--- src/rtl/core_run_ctrl_if.sv ---
// Host load stream and instruction-memory write port between the host and the run controller.
interface core_run_ctrl_if #(
    parameter int unsigned ADDR_WIDTH = 8,
    parameter int unsigned DATA_WIDTH = 32
);
    logic                  ld_valid;
    logic [DATA_WIDTH-1:0] ld_data;
    logic                  ld_ready;
    logic                  imem_we;
    logic [ADDR_WIDTH-1:0] imem_waddr;
    logic [DATA_WIDTH-1:0] imem_wdata;

    modport master (
        output ld_valid, ld_data,
        input  ld_ready, imem_we, imem_waddr, imem_wdata
    );

    modport slave (
        input  ld_valid, ld_data,
        output ld_ready, imem_we, imem_waddr, imem_wdata
    );
endinterface

--- src/rtl/core_run_ctrl.sv ---
// Run controller: loads the instruction image, then gates datapath reset/commit
// for run, halt, single-step and halt-on-EBREAK while counting retired instructions.
module core_run_ctrl #(
    parameter int unsigned ADDR_WIDTH = 8,
    parameter int unsigned IMEM_DEPTH = 256,
    parameter int unsigned DATA_WIDTH = 32
) (
    input  logic                  clk,
    input  logic                  rst,
    input  logic                  load_start,
    input  logic [ADDR_WIDTH:0]   load_len,
    input  logic                  run_req,
    input  logic                  halt_req,
    input  logic                  step_req,
    input  logic                  ebreak,
    output logic                  core_rst_n,
    output logic                  core_en,
    output logic [2:0]            state,
    output logic [31:0]           retired,
    core_run_ctrl_if.slave        ld
);
    localparam int unsigned LEN_W = ADDR_WIDTH + 1;

    typedef enum logic [2:0] {
        S_IDLE = 3'd0,
        S_LOAD = 3'd1,
        S_RUN  = 3'd2,
        S_HALT = 3'd3,
        S_STEP = 3'd4
    } state_t;

    state_t                state_q, state_d;
    logic [ADDR_WIDTH-1:0] cnt_q, cnt_d;
    logic [ADDR_WIDTH-1:0] last_q, last_d;
    logic [31:0]           retired_d;
    logic [LEN_W-1:0]      eff_len;
    logic                  accept;
    logic                  load_go;

    // A halt in LOAD suppresses that cycle's write even though ld_ready is up.
    assign accept        = ld.ld_valid & ld.ld_ready & ~halt_req;
    assign ld.imem_we    = accept;
    assign ld.imem_waddr = cnt_q;
    assign ld.imem_wdata = ld.ld_data;

    assign eff_len = (load_len > LEN_W'(IMEM_DEPTH)) ? LEN_W'(IMEM_DEPTH) : load_len;
    assign load_go = load_start & (load_len != '0);

    always_comb begin
        state_d   = state_q;
        cnt_d     = cnt_q;
        last_d    = last_q;
        retired_d = retired;
        unique case (state_q)
            S_IDLE, S_HALT: begin
                if (load_go) begin
                    state_d   = S_LOAD;
                    cnt_d     = '0;
                    last_d    = ADDR_WIDTH'(eff_len - LEN_W'(1));
                    retired_d = '0;
                end else if (run_req) begin
                    state_d = S_RUN;
                end else if (step_req && state_q == S_HALT) begin
                    state_d = S_STEP;
                end
            end
            S_LOAD: begin
                if (halt_req) begin
                    state_d = S_IDLE;
                end else if (accept) begin
                    if (cnt_q == last_q) state_d = S_IDLE;
                    else                 cnt_d   = cnt_q + ADDR_WIDTH'(1);
                end
            end
            S_RUN: begin
                retired_d = retired + 32'd1;
                if (ebreak || halt_req) state_d = S_HALT;
            end
            S_STEP: begin
                retired_d = retired + 32'd1;
                state_d   = S_HALT;
            end
            default: state_d = S_IDLE;
        endcase
    end

    // Outputs are registered from next state so they always match the state register.
    always_ff @(posedge clk or negedge rst) begin
        if (!rst) begin
            state_q     <= S_IDLE;
            cnt_q       <= '0;
            last_q      <= '0;
            retired     <= '0;
            core_rst_n  <= 1'b0;
            core_en     <= 1'b0;
            ld.ld_ready <= 1'b0;
        end else begin
            state_q     <= state_d;
            cnt_q       <= cnt_d;
            last_q      <= last_d;
            retired     <= retired_d;
            core_rst_n  <= (state_d == S_RUN) || (state_d == S_HALT) || (state_d == S_STEP);
            core_en     <= (state_d == S_RUN) || (state_d == S_STEP);
            ld.ld_ready <= (state_d == S_LOAD);
        end
    end

    assign state = state_q;
endmodule

--- src/flat_wrapper.sv ---
// flat-port wrapper written by rule: the top's interface ports become plain ports
module core_run_ctrl_flat 
#(
    parameter int unsigned ADDR_WIDTH = 8,
    parameter int unsigned IMEM_DEPTH = 256,
    parameter int unsigned DATA_WIDTH = 32
)
  (clk, rst, load_start, load_len, run_req, halt_req, step_req, ebreak, core_rst_n, core_en, state, retired, ld_ld_valid, ld_ld_data, ld_ld_ready, ld_imem_we, ld_imem_waddr, ld_imem_wdata);
  core_run_ctrl_if #(.ADDR_WIDTH(ADDR_WIDTH), .DATA_WIDTH(DATA_WIDTH)) ld_i ();
  input  logic clk;
  input  logic rst;
  input  logic load_start;
  input  logic [ADDR_WIDTH:0] load_len;
  input  logic run_req;
  input  logic halt_req;
  input  logic step_req;
  input  logic ebreak;
  output logic core_rst_n;
  output logic core_en;
  output logic [2:0] state;
  output logic [31:0] retired;
  input wire logic [$bits(ld_i.ld_valid)-1:0] ld_ld_valid;
  input wire logic [$bits(ld_i.ld_data)-1:0] ld_ld_data;
  output wire logic [$bits(ld_i.ld_ready)-1:0] ld_ld_ready;
  output wire logic [$bits(ld_i.imem_we)-1:0] ld_imem_we;
  output wire logic [$bits(ld_i.imem_waddr)-1:0] ld_imem_waddr;
  output wire logic [$bits(ld_i.imem_wdata)-1:0] ld_imem_wdata;
  assign ld_i.ld_valid = ld_ld_valid;
  assign ld_i.ld_data = ld_ld_data;
  assign ld_ld_ready = ld_i.ld_ready;
  assign ld_imem_we = ld_i.imem_we;
  assign ld_imem_waddr = ld_i.imem_waddr;
  assign ld_imem_wdata = ld_i.imem_wdata;
  core_run_ctrl #(.ADDR_WIDTH(ADDR_WIDTH), .IMEM_DEPTH(IMEM_DEPTH), .DATA_WIDTH(DATA_WIDTH)) u_core (.clk(clk), .rst(rst), .load_start(load_start), .load_len(load_len), .run_req(run_req), .halt_req(halt_req), .step_req(step_req), .ebreak(ebreak), .core_rst_n(core_rst_n), .core_en(core_en), .state(state), .retired(retired), .ld(ld_i));
endmodule
--- config.mk ---
export PLATFORM = sky130hd
export DESIGN_NAME = core_run_ctrl_flat
export DESIGN_NICKNAME = d
export VERILOG_FILES = /design/src/rtl/core_run_ctrl_if.sv /design/src/rtl/core_run_ctrl.sv /design/src/flat_wrapper.sv
export SDC_FILE = /design/constraint.sdc
export NUM_CORES = 1
export LEC_CHECK = 0
export ABC_AREA = 0
export BUFFER_PORTS_ARGS = -buffer_cell sky130_fd_sc_hd__buf_2
export CAP_MARGIN = 0
export CORE_UTILIZATION = 45
export CTS_BUF_LIST = sky130_fd_sc_hd__clkbuf_8
export CTS_CLUSTER_SIZE = 8
export DETAILED_ROUTE_END_ITERATION = 10
export GPL_ROUTABILITY_DRIVEN = 0
export HOLD_SLACK_MARGIN = 0.05
export PLACE_DENSITY_LB_ADDON = 0.2
export SLEW_MARGIN = 20
export SYNTH_ARGS = -nofsm -noshare
export SYNTH_HDL_FRONTEND = slang
export SYNTH_SLANG_ARGS = --single-unit
--- constraint.sdc ---
create_clock -name clk -period 2.34 [get_ports clk]
set_clock_uncertainty 0.1 [all_clocks]
set_input_delay 0.234 -clock clk [delete_from_list [all_inputs] [get_ports clk]]
set_output_delay 0.234 -clock clk [all_outputs]
set_load 0.01 [all_outputs]
==> impl_metrics.ini <==
[outcome]
status = finished, final reports clean

[layout]
drive_above_1_share = 0.2236
utilization = 0.5241
diodes = 0
area_growth_pct = 10.80
register_area_um2 = 1351
multi_input_area_um2 = 1574
fillers = 694
finalNetCount = 449

[power]
leakage_nw = 1.677
finalPower_mw = 2.757
cellPowerDensity_nw_per_um2 = 761.6
ir_worst_vdd_mv = 0.4484

[yosys]
yosysUniqueCellTypes = 53
synth-seq-cells = 54
syn_inst = 359
synth_area_leaders = dfrtp_1, buf_4, xnor2_1
yosysWarningCount = 0
synth-compound-area-share = 0.09651
synth_area_leader_cell = dfrtp_1
synthArstFlopShare = 1.000
syn_nets = 411
synth-simple-area-share = 0.2635
ys_seq_area_frac = 0.4136
synth_top_family_by_area = simple AND/OR/NAND/NOR gates
muxShareOfSynthArea = 0.003064
syn_avg_cell_area_um2 = 9.100
yosys.area_share.xor_xnor = 0.1072
syn_area_um2 = 3267
synth_edf_count = 0
yosysMostFrequentCell = dfrtp_1
synth_top_area_frac = 0.4136
synth_flop_cell = dfrtp_1
synthAdderAreaFrac = 0.01149
ys_top_cells_by_count = dfrtp_1, nor2_1, buf_4

[clock_tree]
insertion_delay_ns = 0.32
clock_sink_count = 54
cts_root_buffer = clkbuf_8
cts_tree = yes
cts_buffers = 5
post_cts_buffers = 0
clkTransAtPathRegs_ns = 0.12
ctsHoldBuffers = 2
htreeDepth = 2
cts_resized = 0
clock_path_buffers = 2

[worst_setup_path]
cp_max_fo = 9
worst_ep_required_time_ns = 2.49
setup.worst_path.end_class = register
cp.arrival_ns = 2.23
path_class = register to register
worst_path_most_repeated_cell = a21oi_1
cp_slowest_cell = dfrtp_1
path_cells = xnor2_1 -> nor2_1 -> a21oi_1 -> or4b_1 -> a21oi_1
crit_path_max_incr_delay_ns = 0.57
worstRegToRegCells = 5
start_kind = register

[timing]
fin_setup_tns_ns = 0
fin_crit_sh = 0.8862
worst_pin_slew_ns = 0.6425
slew_headroom = 0.5717
worst_hold_slack_ns = 0.07021
setup_viol = 0
finalMaxSlewViolations = 0
rsz0062_at_grt = no
hold_viol = 0
max_freq_mhz = 482.2
min_period_ns = 2.074

[floorplanning]
ios = 128
die_w_um = 87.21
rows = 30
fp.dieH_um = 87.21
initial_utilization = 0.4730
die_area_um2 = 7605
core_area_um2 = 6907

[global_routing]
grt_pass1_vias = 2610
grt_max_degree = 30
grt_usage = 0.2086
antenna_found_initial = 0
overflow = 0
grt_pass1_wl_um = 12450

[drt]
vias = 2675
routedWlPerCell_um = 15.09
drc = 0
drt_iter0_drc = 120
first_pass_iters = 4
postRouteAntennaNets = 0
routed_wl_um = 7455
vias_per_cell = 5.415

[placed_design]
dp_hpwl_um = 5423
io_buffers = 63

[min_path]
hold_depth = 2
worstHoldPathType = input pin to register

[run]
drv_cap = 0
==> flip-flops by register name (all words and copies together), names as in the netlist <==
register / flops
u_core.core_en: 1
u_core.ld.imem_waddr: 8
u_core.retired: 32
u_core.state: 3
u_core.last_q: 8
u_core.ld.ld_ready: 1
u_core.core_rst_n: 1
==> cell usage in the layout (no fill, tap or decap), types with 2 or more instances in the layout <==
cell type / synthesis / final
buf_2: 5 / 63
dfrtp_1: 54 / 54
nor2_1: 40 / 40
nand2_1: 26 / 26
xnor2_1: 20 / 20
xor2_1: 20 / 20
nand4_1: 19 / 19
o21ai_0: 16 / 16
nand3_1: 16 / 16
a21oi_1: 11 / 11
inv_1: 9 / 9
buf_4: 33 / 9
nor3_1: 7 / 7
nor4_1: 6 / 6
a31oi_1: 5 / 5
and3_1: 5 / 5
o31ai_1: 5 / 5
or4_1: 5 / 5
and2_1: 5 / 5
and4_1: 5 / 5
clkbuf_8: 0 / 5
nor2b_1: 4 / 4
nand2b_1: 3 / 3
nand3b_1: 3 / 3
ha_1: 3 / 3
nor4_2: 2 / 2
or2_1: 2 / 2
dlygate4sd3_1: 0 / 2
buf_12: 0 / 2
==> report_power, final <==
part / leakage, nW / internal (mW) / switching (mW) / total (mW)
clock: 0.0506 / 0.225 / 0.359 / 0.584
sequential: 0.724 / 1.07 / 0.156 / 1.23
combinational: 0.902 / 0.375 / 0.571 / 0.946
total: 1.68 / 1.67 / 1.09 / 2.76
==> path summary, 6_finish.rpt <==
path                                  start                  to  slack [ns]
max reg2reg                 u_core.state[2]  u_core.retired[27]        0.27
min reg2reg                u_core.last_q[6]    u_core.last_q[6]        0.42
max in group asynchronous               rst   u_core.retired[3]        1.19
min                             load_len[0]    u_core.last_q[0]        0.07
min in group asynchronous               rst   u_core.retired[7]        0.38
max                         u_core.state[2]  u_core.retired[27]        0.27
==> layout make-up <==
type                            instances  area share
Multi-Input combinational cell        251      0.4348
Inverter                                9    0.009333
Clock inverter                          3    0.007950
Tap cell                               96     0.03318
Sequential cell                        54      0.3733
Timing Repair Buffer                   76      0.1224
Clock buffer                            5     0.01901
==> layer usage <==
layer / share of wire / global-route usage / wire (µm) / vias up
li1: - / - / - / 1300
met1: 0.47 / 0.2830 / 3480 / 1286
met2: 0.47 / 0.3364 / 3536 / 72
met3: 0.039 / 0.03697 / 290 / 17
met4: 0.020 / 0.07303 / 146 / 0
met5: 0 / 0 / 0 / -
==> cell families (layout without fill, tap and decap cells) <==
| logic type | count (synthesis) | in the layout |
|---|---|---|
| AND/OR/NAND/NOR | 158 | 158 |
| flip-flops | 54 | 54 |
| buffers and inverters | 54 | 93 |
| AO/OA/AOI/OAI | 49 | 49 |
| XOR/XNOR | 40 | 40 |
| adder cells (fa/ha/maj) | 3 | 3 |
| multiplexers | 1 | 1 |
==> per-stage QoR <==
stage,std cells,instance area (µm²),setup WS (ns)
2_1_floorplan,359,3267,0.3714
3_3_place_gp,484,3502,0.3744
3_5_place_dp,484,3502,0.3151
4_1_cts,494,3620,0.2719
5_1_grt,494,3620,0.1464
6_report,494,3620,0.2662
==> critical path: cells and delay by family, from the launching register on <==
| kind | cells | cell delay, ns |
|---|---|---|
| AND/OR/NAND/NOR | 2 | 0.82 |
| XOR/XNOR | 1 | 0.17 |
| flip-flops | 1 | 0.57 |
| AO/OA/AOI/OAI | 2 | 0.35 |
Note: power is estimated with default switching activity, not from simulation.
